[config.mk]
export PLATFORM = sky130hd
export DESIGN_NAME = pulse_conditioner
export DESIGN_NICKNAME = d
export VERILOG_FILES = /design/src/rtl/pulse_conditioner.sv
export SDC_FILE = /design/constraint.sdc
export NUM_CORES = 1
export LEC_CHECK = 0
export BUFFER_PORTS_ARGS = -buffer_cell sky130_fd_sc_hd__buf_4
export CAP_MARGIN = 10
export CELL_PAD_IN_SITES_DETAIL_PLACEMENT = 0
export CELL_PAD_IN_SITES_GLOBAL_PLACEMENT = 1
export CORE_AREA = 5 5 204 206
export DETAILED_ROUTE_END_ITERATION = 10
export DIE_AREA = 0 0 209 211
export GPL_ROUTABILITY_DRIVEN = 0
export PLACE_DENSITY = 0.73
export REMOVE_ABC_BUFFERS = 1
export SLEW_MARGIN = 20
export SYNTH_ARGS = -nofsm -noshare
export SYNTH_HDL_FRONTEND = slang
export SYNTH_SLANG_ARGS = --single-unit
[constraint.sdc]
create_clock -name clk -period 2.75 [get_ports clk]
set_clock_uncertainty 0.1 [all_clocks]
set_input_delay 0.4125 -clock clk [delete_from_list [all_inputs] [get_ports clk]]
set_output_delay 0.4125 -clock clk [all_outputs]
set_load 0.01 [all_outputs]
[src/rtl/pulse_conditioner.sv]
// pulse_conditioner
//   Per-channel front end for the correlator inputs. Each raw pulse line is
//   synchronised and optionally inverted. It is then level- or edge-detected
//   (global mode) and gated by a per-channel hold-off down-counter. Accepted
//   pulses drive out[]. Each accepted pulse is also counted in a saturating
//   hit counter with a sticky overflow flag.
// Ports
//   clk, reset    system clock, synchronous active-high reset
//   pulse_in      raw asynchronous detector pulses
//   invert        per-channel polarity invert (1 = active low)
//   mode          00 level, 01 rising, 10 falling, 11 both edges
//   holdoff       dead-time in cycles loaded after an accepted edge
//   enable        1 = accept pulses
//   clear_counts  clear all hit counters and overflow flags
//   count_sel     channel index for counter readback
//   out           conditioned pulses, registered
//   overflow      sticky counter-saturation flags
//   count_data    hit count of channel count_sel, registered
module pulse_conditioner #(
  parameter int NUM_INPUTS   = 12,
  parameter int SYNC_STAGES  = 2,
  parameter int HOLDOFF_BITS = 4,
  parameter int COUNT_BITS   = 16,
  parameter int SEL_BITS     = 4
) (
  input  logic                    clk,
  input  logic                    reset,
  input  logic [NUM_INPUTS-1:0]   pulse_in,
  input  logic [NUM_INPUTS-1:0]   invert,
  input  logic [1:0]              mode,
  input  logic [HOLDOFF_BITS-1:0] holdoff,
  input  logic                    enable,
  input  logic                    clear_counts,
  input  logic [SEL_BITS-1:0]     count_sel,
  output logic [NUM_INPUTS-1:0]   out,
  output logic [NUM_INPUTS-1:0]   overflow,
  output logic [COUNT_BITS-1:0]   count_data
);

  localparam int ARM_W = $clog2(SYNC_STAGES + 2);
  localparam logic [ARM_W-1:0] ARM_LOAD = ARM_W'(SYNC_STAGES + 1);
  localparam logic [COUNT_BITS-1:0] CNT_MAX = '1;

  logic [NUM_INPUTS-1:0]   sync_q [SYNC_STAGES];
  logic [NUM_INPUTS-1:0]   prev_q;
  logic [ARM_W-1:0]        arm_q;
  logic [HOLDOFF_BITS-1:0] hc_q [NUM_INPUTS];
  logic [COUNT_BITS-1:0]   cnt_q [NUM_INPUTS];

  logic [NUM_INPUTS-1:0]   s;
  logic [NUM_INPUTS-1:0]   det;
  logic [NUM_INPUTS-1:0]   accept;
  logic                    armed;

  assign armed = (arm_q == '0);

  always_comb begin
    s   = sync_q[SYNC_STAGES-1] ^ invert;
    det = '0;
    case (mode)
      2'b00:   det = s;
      2'b01:   det = s & ~prev_q;
      2'b10:   det = ~s & prev_q;
      default: det = s ^ prev_q;
    endcase
    accept = '0;
    for (int i = 0; i < NUM_INPUTS; i++) begin
      // level mode ignores the hold-off counter
      accept[i] = det[i] & enable & armed & ((mode == 2'b00) || (hc_q[i] == '0));
    end
  end

  always_ff @(posedge clk) begin
    if (reset) begin
      for (int k = 0; k < SYNC_STAGES; k++) sync_q[k] <= '0;
      prev_q     <= '0;
      arm_q      <= ARM_LOAD;
      out        <= '0;
      overflow   <= '0;
      count_data <= '0;
      for (int i = 0; i < NUM_INPUTS; i++) begin
        hc_q[i]  <= '0;
        cnt_q[i] <= '0;
      end
    end else begin
      sync_q[0] <= pulse_in;
      for (int k = 1; k < SYNC_STAGES; k++) sync_q[k] <= sync_q[k-1];
      prev_q <= s;
      out    <= accept;
      if (arm_q != '0) arm_q <= arm_q - ARM_W'(1);

      // read value is the counter before any same-cycle update
      if (int'(count_sel) < NUM_INPUTS) count_data <= cnt_q[count_sel];
      else                              count_data <= '0;

      for (int i = 0; i < NUM_INPUTS; i++) begin
        if (accept[i] && (mode != 2'b00)) hc_q[i] <= holdoff;
        else if (hc_q[i] != '0)           hc_q[i] <= hc_q[i] - HOLDOFF_BITS'(1);

        // clear has priority over a same-cycle accept
        if (clear_counts) begin
          cnt_q[i]    <= '0;
          overflow[i] <= 1'b0;
        end else if (accept[i]) begin
          if (cnt_q[i] != CNT_MAX) cnt_q[i]    <= cnt_q[i] + COUNT_BITS'(1);
          else                     overflow[i] <= 1'b1;
        end
      end
    end
  end

endmodule

Word level (Yosys, flattened, before mapping)
Memory sizes are Yosys's and may differ from the RTL's. A register that Yosys moved wholly into a read port is not among the register bits.
Index checks and enable logic that the tools add are counted.
{"block": "totals", "ff_bits": 38, "ram_bits": 264, "in_bits": 38, "output_inout_bits": 40, "word_cells": 430, "mem_count": 3}
{"memory": "cnt_q", "depth": 12, "width": 16, "read_ports": 13, "rd_ports_with_merged_regs": 1, "wr": 12, "line": "48", "rtl": "logic [COUNT_BITS-1:0] cnt_q [NUM_INPUTS];"}
{"memory": "hc_q", "depth": 12, "width": 4, "read_ports": 12, "rd_ports_with_merged_regs": 0, "wr": 12, "line": "47", "rtl": "logic [HOLDOFF_BITS-1:0] hc_q [NUM_INPUTS];"}
{"memory": "sync_q", "depth": 2, "width": 12, "read_ports": 2, "rd_ports_with_merged_regs": 0, "wr": 2, "line": "44", "rtl": "logic [NUM_INPUTS-1:0] sync_q [SYNC_STAGES];"}
{"block": "op_classes", "addsub": 25, "magnitude_cmp": 1, "n_eq_ne": 14, "n_mux": 201, "bitwise_logic": 105, "reduce_logical": 66}
{"operator": "$mux 16", "n": 24}
{"operator": "$add 16x1->16 const B", "n": 12}
{"operator": "$ne 16x16->1 const B", "n": 12}
{"operator": "$mux 1", "n": 150}
{"operator": "$mux 4", "n": 24}
{"operator": "$or 1x1->1", "n": 50}
{"operator": "$logic_not 4->1", "n": 12}
{"operator": "$reduce_bool 4->1", "n": 12}
{"operator": "$sub 4x1->4 const B", "n": 12}
{"operator": "$and 1x1->1", "n": 36}
{"operator": "$pmux 12 s3", "n": 1}
{"operator": "$and 12x12->12", "n": 2}
{"operator": "$mux 12", "n": 2}
{"operator": "$not 12->12", "n": 2}
{"operator": "$reduce_and 2->1", "n": 12}
{"operator": "$xor 12x12->12", "n": 2}
{"operator": "$not 1->1", "n": 13}
{"operator": "$logic_and 1x1->1", "n": 12}
{"operator": "$logic_or 1x1->1", "n": 12}
{"operator": "$logic_not 2->1", "n": 2}
{"operator": "$lt 4x4->1 const B", "n": 1}
{"operator": "$reduce_bool 2->1", "n": 2}
{"operator": "$reduce_or 2->1", "n": 2}
{"operator": "$eq 2x1->1 const B", "n": 1}
{"operator": "2 further kinds", "n": 2}

Logic depth before layout (Yosys ltp)
{"block": "depth", "word_depth": 13, "mapped_depth": 10, "depth_no_buf": 8}

Least setup slack after synthesis
OpenSTA, ideal clock, no wires.
{"block": "synth_path", "path_kind": "input port to flip-flop", "from": "input invert[8]", "to": "memory cnt_q[8][0] (enable)", "setup_time_ns": 0.372, "t_arrival_ns": 2.499, "t_required_ns": 2.278, "path_slack_ns": -0.221, "stages": 10, "path_buffers": 2, "path_cell_list": "xnor2_1 -> inv_1 -> ha_1 -> or2b_1 -> a32oi_1 -> nand3_1 -> or2_1 -> clkbuf_1 -> buf_2 -> nand2_1"}
{"element": "start: declaration", "line": "29", "rtl": "input logic [NUM_INPUTS-1:0] invert,"}
{"element": "end: declaration", "line": "48"}

==> results.tsv <==
metric	value	unit
RSZ-0062 raised after global routing	false	
Crit Path Max Fanout	16	
die area	44100	µm²
Final Util	0.521	
# DRC	0	
first-pass GRT wire length	69900	µm
gr usage total	0.199	
period utilization	0.920	
run status	finished, final reports clean	
max-cap violations	0	
relative slew slack	0.567	
post-synthesis simple-gate area fraction	0.202	
Period minus WS final	2.53	ns
Lkg Pwr	7.50	nW
fin. max-slew vios	0	
CP required	2.90	ns
mux contribution to synthesized area	0.0735	
YS warnings	0	
Core ar.	39500	µm²
# rows	73	
final wirelength	44100	µm
sequential area share after synthesis	0.498	
CTS resizes	0	
Post-Synth XOR/XNOR Area	0.0936	
Startpoint Class	flip-flop	
largest area contributor in the netlist	edfxtp_1	
Compound-Gate Fraction of Synth Area	0.0593	
#FFs+latches synth	318	
syn_area_per_cell	10.6	µm²
Synth-to-Final Area Change	16.9	%
total power draw	0.0134	W
crit path kind	flip-flop to flip-flop	
die width	209	µm
share of cells above drive strength 1	0.163	
final-stage net count	1894	
Synth Instances	1657	
peak supply drop	0.473	mV
cts bufs inserted	38	
Wirelength per Cell	18.7	µm
die height	211	µm
Ports	78	
Worst-path clk slew	0.06	ns
root buffer cell	clkbuf_16	
pwr/cell area	650	nW/µm²
vias in the first global route	12500	
vias per std cell	5.41	
largest family of logic cells by synthesized area	simple AND/OR/NAND/NOR gates	
H-tree depth	2	
Starting Density	0.446	
CTS tree	built	
fmax	395	MHz
clk sinks	318	
remaining antenna violation count	0	
Cell Area, Synth	17600	µm²
Congestion Overflow GR	0	
DP HPWL	33000	µm
CP Capture Type	flip-flop	
total number of vias	12800	
Top FF cell, synth	edfxtp_1	
Port Buffers	77	
Yosys top cell area share	0.409	
CP Data Arrival Time	2.68	ns
DRT Pass-1 Iters	5	
Hold Vio Cnt, Final	0	
worst slew pin tran	0.648	ns
largest cells by area after synthesis	edfxtp_1 41%, dfxtp_1 8.9%, mux4_2 6.1%	
largest net degree at the start of global routing	38	
Post-synth EDFFs	240	
Netlist cell types	71	
clk buf depth	3	
post-synthesis adder-cell area fraction	0.0348	
Worst Hold Class	input port to flip-flop	
Diodes inserted	0	
initial antenna violation count	0	
asr flop ratio synth	0	
1st-iter DRT viols	1085	
clk_lat worst skew	0.55	ns
final setup vio count	0	
[flip-flops by register name, indices dropped and copies added (netlist names)]
register,count
hc_q,48
sync_q,24
arm_q,2
overflow,12
cnt_q,192
count_data,16
out,12
prev_q,12
[cell usage in the layout, fill, tap and decap left out, types with 7 or more instances in the layout]
master	Yosys	routed
nor2_1	260	259
edfxtp_1	240	240
buf_4	2	148
nand2_1	133	133
xor2_1	103	103
inv_1	93	93
xnor2_1	85	85
nand3_1	80	80
dfxtp_1	78	78
ha_1	49	49
mux4_2	48	48
clkbuf_16	0	40
a21oi_1	39	39
nor3_1	37	37
o21ai_0	35	35
nand4_1	35	35
nor2b_1	32	32
and3_1	26	26
o22ai_1	24	24
mux2i_1	19	19
and4_1	16	16
clkbuf_1	25	16
nand2b_1	15	15
nor2_4	15	15
or3_1	15	15
dlygate4sd3_1	0	12
buf_12	0	11
o211ai_1	8	8
nor3b_1	8	8
and2_1	7	7
a211oi_1	7	7
or2_2	7	7
[cell type report]
class                           instances  area [µm²]
Sequential cell                       318        8770
Tap cell                              525         657
Clock inverter                          8        66.3
Clock buffer                           60        1120
Multi-Input combinational cell       1183        8150
Timing Repair Buffer                  171        1450
Fill cell                            3565       18900
Inverter                               95         357
[cell usage after synthesis (26+ instances only)]
cell,count
xor2_1,103
inv_1,93
ha_1,49
nand3_1,80
edfxtp_1,240
nor2_1,260
and3_1,26
xnor2_1,85
nand4_1,35
dfxtp_1,78
nand2_1,133
o21ai_0,35
nor3_1,37
nor2b_1,32
mux4_2,48
a21oi_1,39
[critical path, cell delays in order (launching register included)]
cell       delay (ns)
edfxtp_1         0.40
inv_1            0.08
ha_1             0.17
or3b_1           0.43
o21ai_1          0.23
o2111ai_1        0.28
nand2b_1         0.26
nand2_1          0.12
buf_12           0.16
[cells by family (layout without fill, tap and decap cells)]
group                      Yosys count  after routing
and+or+nand+nor                    718            718
DFF                                318            318
xor gates and xnor gates           188            188
AOI/OAI and AO/OA                  159            159
buffers and inverters              156            334
muxes                               69             69
adders and majority gates           49             49
[what timing repair did]
item	in CTS	in global routing
hold endpoints to repair	12	0
hold buffers	12	0
buffers inserted	0	0
[worst paths after layout]
check	endpoint	slack [ns]	start	cells past startpoint
worst max-delay path	cnt_q[0][13]	0.22	hc_q[0][0]	8
worst min-delay path	prev_q[6]	0.09	invert[6]	4
worst max register to register	cnt_q[0][13]	0.22	hc_q[0][0]	8
worst min register to register	sync_q[0][14]	0.33	sync_q[0][2]	1
[metal layers]
metal | track usage | vias up | part of all wire
met3 | 0.0385 | 58 | 0.060
met2 | 0.322 | 326 | 0.47
li1 | - | 6188 | -
met4 | 0.0578 | 0 | 0.023
met5 | 0 | - | 0
met1 | 0.276 | 6204 | 0.45
[power by group]
group	internal [W]	switching [W]	leakage [nW]
clock	0.00287	0.00196	0.578
sequential	0.00578	0.000441	3.31
combinational	0.00109	0.00123	3.61
[metrics by stage]
stage / worst slack (ns) / cell area (µm²) / setup TNS [ns] / hold slack (ns) / cells
after global placement: 0.0653 / 19300 / 0 / 0.316 / 2280
final: 0.219 / 20600 / 0 / 0.0913 / 2360
after detailed placement: 0.0487 / 19300 / 0 / 0.325 / 2280
after global routing: 0.0485 / 20600 / 0 / 0.112 / 2360
after CTS: 0.222 / 20600 / 0 / 0.0694 / 2360
after floorplan: -0.411 / 17300 / -21.48 / 0.314 / 1596
Note: power is estimated with default switching activity, not from simulation.
